[config.mk]
export PLATFORM = sky130hd
export DESIGN_NAME = issue_execute_fifo_flat
export DESIGN_NICKNAME = d
export VERILOG_FILES = /design/src/rtl/issue_execute_fifo_if.sv /design/src/rtl/issue_execute_fifo.sv /design/src/flat_wrapper.sv
export SDC_FILE = /design/constraint.sdc
export NUM_CORES = 1
export LEC_CHECK = 0
export BUFFER_PORTS_ARGS = -buffer_cell sky130_fd_sc_hd__buf_4
export CAP_MARGIN = 15
export CELL_PAD_IN_SITES_DETAIL_PLACEMENT = 1
export CELL_PAD_IN_SITES_GLOBAL_PLACEMENT = 2
export CORE_MARGIN = 1
export CORE_UTILIZATION = 44
export DETAILED_ROUTE_END_ITERATION = 6
export PLACE_DENSITY_LB_ADDON = 0.1
export SYNTH_ARGS = -nofsm -noshare
export SYNTH_HDL_FRONTEND = slang
export SYNTH_SLANG_ARGS = --single-unit
[constraint.sdc]
create_clock -name clk -period 6.3 [get_ports clk]
set_clock_uncertainty 0.05 [all_clocks]
set_input_delay 1.26 -clock clk [delete_from_list [all_inputs] [get_ports clk]]
set_output_delay 1.26 -clock clk [all_outputs]
set_load 0.05 [all_outputs]
[src/rtl/issue_execute_fifo_if.sv]
// ============================================================================
// Module    : issue_execute_fifo_pkg / issue_execute_fifo_if
// Purpose   : Entry type and hand-off bundle between the issue stage, one
//             execute unit and the commit flush for issue_execute_fifo.
// Signals   : data_in/push        issue -> FIFO enqueue request
//             full                FIFO -> issue, no free entry (registered)
//             data_out/_valid     FIFO -> execute, oldest entry
//             pop                 execute -> FIFO, consume data_out
//             flush               commit -> FIFO, discard all entries
// Modports  : master (environment: issue + execute + commit), slave (FIFO)
// Revision  : 1.0 - initial release
// ============================================================================
`default_nettype none

package issue_execute_fifo_pkg;
  typedef struct packed {
    logic [5:0]  rob_id;
    logic [31:0] pc;
    logic [7:0]  opcode;
  } issue_execute_pack_t;
endpackage

interface issue_execute_fifo_if;
  import issue_execute_fifo_pkg::*;

  issue_execute_pack_t data_in;
  logic                push;
  logic                full;
  issue_execute_pack_t data_out;
  logic                data_out_valid;
  logic                pop;
  logic                flush;

  // The master side is shared by three agents (issue drives push/data_in,
  // execute drives pop, commit drives flush); they are grouped here so one
  // bundle describes the complete hand-off.
  modport master (
    output data_in, push, pop, flush,
    input  full, data_out, data_out_valid
  );

  modport slave (
    input  data_in, push, pop, flush,
    output full, data_out, data_out_valid
  );
endinterface

`default_nettype wire

[src/rtl/issue_execute_fifo.sv]
// ============================================================================
// Module    : issue_execute_fifo
// Purpose   : Issue->execute entry buffer. Issue pushes packs, the execute
//             unit sees the oldest one on data_out and drains it with pop,
//             commit flush empties the queue.
// Ports     : clk      clock, all state updates on posedge
//             rst      synchronous active-high reset (priority over flush)
//             fifo_if  issue_execute_fifo_if.slave hand-off bundle
// Params    : DEPTH      entry count, power of 2, >= 2
//             ADDR_WIDTH storage index width; pointers carry one wrap bit
// Config    : ISSUE_EXECUTE_FIFO_BYPASS_EN - when defined, an empty FIFO
//             forwards data_in to data_out in the same cycle as the push.
// Revision  : 1.0 - initial release
// ============================================================================
`default_nettype none

module issue_execute_fifo
  import issue_execute_fifo_pkg::*;
#(
  parameter int DEPTH      = 4,
  parameter int ADDR_WIDTH = $clog2(DEPTH)
) (
  input  logic                  clk,
  input  logic                  rst,
  issue_execute_fifo_if.slave   fifo_if
);

  localparam int PTR_W = ADDR_WIDTH + 1;

  logic [PTR_W-1:0]      wptr_q, wptr_d;
  logic [PTR_W-1:0]      rptr_q, rptr_d;
  issue_execute_pack_t   storage_q [DEPTH];

  logic [ADDR_WIDTH-1:0] widx, ridx;
  logic                  empty;
  logic                  full;
  logic                  bypass_hit;
  logic                  bypass_take;
  logic                  out_valid;
  logic                  pop_fire;
  logic                  push_fire;
  logic                  wr_en;

  assign widx  = wptr_q[ADDR_WIDTH-1:0];
  assign ridx  = rptr_q[ADDR_WIDTH-1:0];
  assign empty = (wptr_q == rptr_q);
  // Same slot but opposite lap: the writer is exactly DEPTH entries ahead.
  assign full  = (widx == ridx) && (wptr_q[ADDR_WIDTH] != rptr_q[ADDR_WIDTH]);

`ifdef ISSUE_EXECUTE_FIFO_BYPASS_EN
  // Empty queue: the incoming entry is already the oldest one, so show it
  // immediately instead of waiting for it to land in storage.
  assign bypass_hit = empty && fifo_if.push && !fifo_if.flush;
`else
  assign bypass_hit = 1'b0;
`endif

  // A bypassed entry that execute takes in the same cycle never touches
  // storage; both pointers stay put.
  assign bypass_take = bypass_hit && fifo_if.pop;

  assign out_valid = !empty || bypass_hit;
  assign pop_fire  = fifo_if.pop && out_valid;
  // A full FIFO can still accept a push when a slot frees up this cycle.
  assign push_fire = fifo_if.push && (!full || pop_fire);

  assign fifo_if.full           = full;
  assign fifo_if.data_out_valid = out_valid;
  assign fifo_if.data_out       = bypass_hit ? fifo_if.data_in : storage_q[ridx];

  always_comb begin
    wptr_d = wptr_q;
    rptr_d = rptr_q;
    wr_en  = 1'b0;
    if (fifo_if.flush) begin
      wptr_d = '0;
      rptr_d = '0;
    end else if (!bypass_take) begin
      if (push_fire) begin
        wr_en  = 1'b1;
        wptr_d = wptr_q + PTR_W'(1);
      end
      if (pop_fire) begin
        rptr_d = rptr_q + PTR_W'(1);
      end
    end
  end

  always_ff @(posedge clk) begin
    if (rst) begin
      wptr_q <= '0;
      rptr_q <= '0;
    end else begin
      wptr_q <= wptr_d;
      rptr_q <= rptr_d;
    end
  end

  // Storage is deliberately not reset: contents are only observable
  // through data_out while data_out_valid is set.
  always_ff @(posedge clk) begin
    if (wr_en && !rst) begin
      storage_q[widx] <= fifo_if.data_in;
    end
  end

endmodule

`default_nettype wire

[src/flat_wrapper.sv]
// flat-port wrapper written by rule: the top's interface ports become plain ports
module issue_execute_fifo_flat import issue_execute_fifo_pkg::*;
#(
  parameter int DEPTH      = 4,
  parameter int ADDR_WIDTH = $clog2(DEPTH)
)
  (clk, rst, fifo_if_data_in, fifo_if_push, fifo_if_pop, fifo_if_flush, fifo_if_full, fifo_if_data_out, fifo_if_data_out_valid);
  issue_execute_fifo_if fifo_if_i ();
  input  logic clk;
  input  logic rst;
  input wire logic [$bits(fifo_if_i.data_in)-1:0] fifo_if_data_in;
  input wire logic [$bits(fifo_if_i.push)-1:0] fifo_if_push;
  input wire logic [$bits(fifo_if_i.pop)-1:0] fifo_if_pop;
  input wire logic [$bits(fifo_if_i.flush)-1:0] fifo_if_flush;
  output wire logic [$bits(fifo_if_i.full)-1:0] fifo_if_full;
  output wire logic [$bits(fifo_if_i.data_out)-1:0] fifo_if_data_out;
  output wire logic [$bits(fifo_if_i.data_out_valid)-1:0] fifo_if_data_out_valid;
  assign fifo_if_i.data_in = fifo_if_data_in;
  assign fifo_if_i.push = fifo_if_push;
  assign fifo_if_i.pop = fifo_if_pop;
  assign fifo_if_i.flush = fifo_if_flush;
  assign fifo_if_full = fifo_if_i.full;
  assign fifo_if_data_out = fifo_if_i.data_out;
  assign fifo_if_data_out_valid = fifo_if_i.data_out_valid;
  issue_execute_fifo #(.DEPTH(DEPTH), .ADDR_WIDTH(ADDR_WIDTH)) u_core (.clk(clk), .rst(rst), .fifo_if(fifo_if_i));
endmodule
==> impl_metrics.prom <==
# TYPE chip_impl_metric gauge
chip_impl_metric{name="synth.yosys.seq_area_share",unit="%"} 78.8
chip_impl_metric{name="antenna_cells",unit=""} 0
chip_impl_metric{name="wire_length_after_detailed_routing",unit="um"} 13400
chip_impl_metric{name="synthesis.area_per_instance",unit="um^2"} 24.0
chip_impl_metric{name="initial_utilization",unit="%"} 45.2
chip_impl_metric{name="layout.nets",unit=""} 472
chip_impl_metric{name="numPlacedInstances",unit=""} 613
chip_impl_metric{name="detail_route.vias_per_cell",unit=""} 5.19
chip_impl_info{name="post-synth-top-count-cell",value="edfxtp_1"} 1
chip_impl_metric{name="clock_path_buffers",unit=""} 2
chip_impl_metric{name="grt_pass1_vias",unit=""} 3599
chip_impl_metric{name="final.setup.worst_slack",unit="ns"} 2.68
chip_impl_metric{name="pre_cts_slack",unit="ns"} 2.68
chip_impl_metric{name="timing.critical_path.required",unit="ns"} 4.99
chip_impl_metric{name="grt_pass1_wl",unit="um"} 20200
chip_impl_info{name="synth_common_cells",value="edfxtp_1, mux4_2, nand2_1"} 1
chip_impl_metric{name="max_rail_drop_vdd",unit="mV"} 0.195
chip_impl_metric{name="synthXorXnorAreaFrac",unit="%"} 1.04
chip_impl_metric{name="fp.dieH",unit="um"} 130
chip_impl_metric{name="worst_slew_pin_slew",unit="ns"} 0.974
chip_impl_metric{name="design.die.area",unit="um^2"} 16900
chip_impl_metric{name="postCtsSetupBuffers",unit=""} 0
chip_impl_metric{name="synthesis.instances",unit=""} 300
chip_impl_metric{name="clk_pin_slew_worst_paths",unit="ns"} 0.06
chip_impl_metric{name="clk_latency",unit="ns"} 0.42
chip_impl_info{name="synth_area_leaders",value="edfxtp_1, mux4_2, dfxtp_1"} 1
chip_impl_metric{name="netlist_area",unit="um^2"} 7210
chip_impl_metric{name="whs_path_depth",unit=""} 2
chip_impl_info{name="hp-class",value="reg -> reg"} 1
chip_impl_metric{name="area_growth_from_synthesis_to_layout",unit="%"} 22.4
chip_impl_metric{name="drv.max_cap_violation_count",unit=""} 0
chip_impl_metric{name="final.hold.worst_slack",unit="ns"} 0.492
chip_impl_metric{name="p_comb_share",unit="%"} 5.5
chip_impl_metric{name="floorplan.die.width",unit="um"} 130
chip_impl_metric{name="synth.mux.area_fraction",unit="%"} 15.2
chip_impl_metric{name="pin_count_of_the_biggest_net_entering_global_routing",unit=""} 47
chip_impl_metric{name="critical_path_arrival",unit="ns"} 2.31
chip_impl_metric{name="leakage",unit="nW"} 2.92
chip_impl_metric{name="number_of_antenna_violations_at_the_first_check_in_global_routing",unit=""} 0
chip_impl_metric{name="timing.setup.tns",unit="ns"} 0
chip_impl_metric{name="post_cts.resized_instances",unit=""} 0
chip_impl_metric{name="antenna_left",unit=""} 0
chip_impl_metric{name="post-layout-total-power",unit="mW"} 2.63
chip_impl_metric{name="reg2reg_depth",unit=""} 4
chip_impl_metric{name="clockPowerShare",unit="%"} 40.6
chip_impl_metric{name="number_of_synthesized_flops_with_an_enable_pin",unit=""} 184
chip_impl_metric{name="synth_simple_gate_area_share",unit="%"} 1.30
chip_impl_metric{name="wire_per_inst",unit="um"} 20.7
chip_impl_metric{name="fin_cells",unit=""} 645
chip_impl_metric{name="final_std_cell_area_no_fill",unit="um^2"} 8830
chip_impl_metric{name="final-hold-violation-count",unit=""} 0
chip_impl_metric{name="yosys.area.top_type_share",unit="%"} 76.6
chip_impl_info{name="category_of_the_most_critical_setup_path",value="reg -> out"} 1
chip_impl_metric{name="place_area",unit="um^2"} 8230
chip_impl_info{name="clockRootBuffer",value="clkbuf_16"} 1
chip_impl_info{name="tritoncts",value="built"} 1
chip_impl_metric{name="io_buffers",unit=""} 98
chip_impl_metric{name="synth_compound_gate_area_share",unit="%"} 1.23
chip_impl_metric{name="slew_headroom",unit="%"} 35.1
chip_impl_info{name="synth_largest_area_cell",value="edfxtp_1"} 1
chip_impl_metric{name="dp_hpwl",unit="um"} 8280
chip_impl_metric{name="gr-total-overflow",unit=""} 0
chip_impl_info{name="nature_of_the_critical_path_endpoint",value="output pin"} 1
chip_impl_metric{name="final_max_slew_viol_count",unit=""} 0
chip_impl_metric{name="post_synth_num_cell_types",unit=""} 25
chip_impl_metric{name="final-setup-viol-count",unit=""} 0
chip_impl_metric{name="maxClockFrequency",unit="GHz"} 0.276
chip_impl_metric{name="dr.pass1.iters",unit=""} 4
chip_impl_metric{name="synth.net_count",unit=""} 356
chip_impl_info{name="synth_top_flop_cell",value="edfxtp_1"} 1
chip_impl_metric{name="worstPathMaxFanout",unit=""} 46
chip_impl_metric{name="switching_share",unit="%"} 20.6
chip_impl_metric{name="placeableCoreArea",unit="um^2"} 15900
chip_impl_metric{name="top_level_ports",unit=""} 99
chip_impl_metric{name="row_count",unit=""} 46
chip_impl_metric{name="synth-seq-cells",unit=""} 192
chip_impl_info{name="largest_family_of_logic_cells_by_synthesized_area",value="multiplexers"} 1
chip_impl_metric{name="cts.sink_count",unit=""} 192
chip_impl_metric{name="arithmetic_cell_share_of_the_synthesized_area_counting_full_adders_half_adders_and_majority_gates",unit="%"} 0.867
chip_impl_metric{name="finalWorstPathRequiredPeriod",unit="ns"} 3.62
chip_impl_metric{name="cts-hold-fix-buffers",unit=""} 0
chip_impl_metric{name="via_total_after_detailed_routing",unit=""} 3345
chip_impl_metric{name="switching_pwr",unit="mW"} 0.541
chip_impl_info{name="run_status",value="complete, no violations"} 1
chip_impl_metric{name="yosysWarnings",unit=""} 0
chip_impl_info{name="worst_setup_path_start_kind",value="flop"} 1
chip_impl_metric{name="detail_route.iter0.violations",unit=""} 167
chip_impl_metric{name="seqPwrFrac",unit="%"} 53.9
chip_impl_info{name="grt_setup_unrepaired",value="false"} 1
chip_impl_metric{name="power.internal",unit="mW"} 2.09
chip_impl_metric{name="post_route_cells_drive_above_1_share",unit="%"} 45.7
chip_impl_metric{name="remaining_drc_errors",unit=""} 0
chip_impl_metric{name="final_min_period_over_clock_period",unit="%"} 57.4
chip_impl_metric{name="globalRouteTotalUtil",unit="%"} 17.0
chip_impl_metric{name="p_per_area",unit="nW/um^2"} 298
chip_impl_metric{name="inserted_clock_buffers",unit=""} 17
chip_impl_metric{name="postLayoutCoreUtil",unit="%"} 55.4
chip_impl_metric{name="gp_routability_congestion",unit=""} 0.735
chip_impl_metric{name="htreeDepth",unit=""} 4
chip_impl_metric{name="asyncSetResetFlopFracSynth",unit="%"} 0
-- critical path: stages, from the launching register on --
cell and delay, ns:
dfxtp_4 1.00, mux4_2 0.65, buf_4 0.22
-- cells by family after synthesis --
logic type	count (synthesis)
AO/OA/AOI/OAI	7
XOR/XNOR	6
adder cells (fa/ha/maj)	5
buffers and inverters	18
flip-flops	192
multiplexers	52
AND/OR/NAND/NOR	20
-- per-layer routing --
metal	global-route usage (%)	share of wire [%]
met5	0	0
met3	4.14	4.0
met4	6.77	1.2
met1	21.9	44
met2	28.1	51
-- sequential cells by signal, indices dropped and copies added, names as in the netlist, named ones only --
name and count:
u_core.rptr_q 3, u_core.storage_q 184, u_core.wptr_q 3
-- worst paths after layout --
kind	from	to	slack [ns]
setup / recovery	flop	fifo_if_data_out[2]	2.68
hold / removal	u_core.wptr_q[2]$_SDFFE_PP0P_	u_core.wptr_q[2]$_SDFFE_PP0P_	0.49
setup reg to reg	u_core.wptr_q[0]$_SDFFE_PP0P_	u_core.storage_q[3][5]$_DFFE_PP_	3.82
hold reg to reg	u_core.wptr_q[2]$_SDFFE_PP0P_	u_core.wptr_q[2]$_SDFFE_PP0P_	0.49
-- power by group through the flow --
stage | Sequential [mW] | Combinational [mW] | Clock (mW)
detailed placement | 1.45 | 0.146 | 0
finish | 1.42 | 0.144 | 1.07
floorplan | 1.44 | 0.0835 | 0
global route | 1.42 | 0.152 | 1.14
CTS | 1.42 | 0.146 | 1.10
global placement | 1.45 | 0.142 | 0
-- layout by cell type (no fill, tap or decap), drive strengths merged, types with 3 or more instances in the layout --
cell      count
edfxtp      184
buf         107
mux4         46
clkbuf       18
inv          10
nand2         9
dfxtp         8
mux2i         6
ha            5
clkinv        5
clkinvlp      4
nor3          4
xor2          3
xnor2         3
bufinv        3
-- area by class of cell --
| type | instances | area (um^2) |
|---|---|---|
| Clock buffer | 18 | 429 |
| Clock inverter | 14 | 165 |
| Fill cell | 1432 | 7120 |
| Inverter | 8 | 30.0 |
| Multi-Input combinational cell | 90 | 1440 |
| Sequential cell | 192 | 5690 |
| Tap cell | 216 | 270 |
| Timing Repair Buffer | 107 | 803 |
No activity file was read; power rests on OpenSTA's default activity.
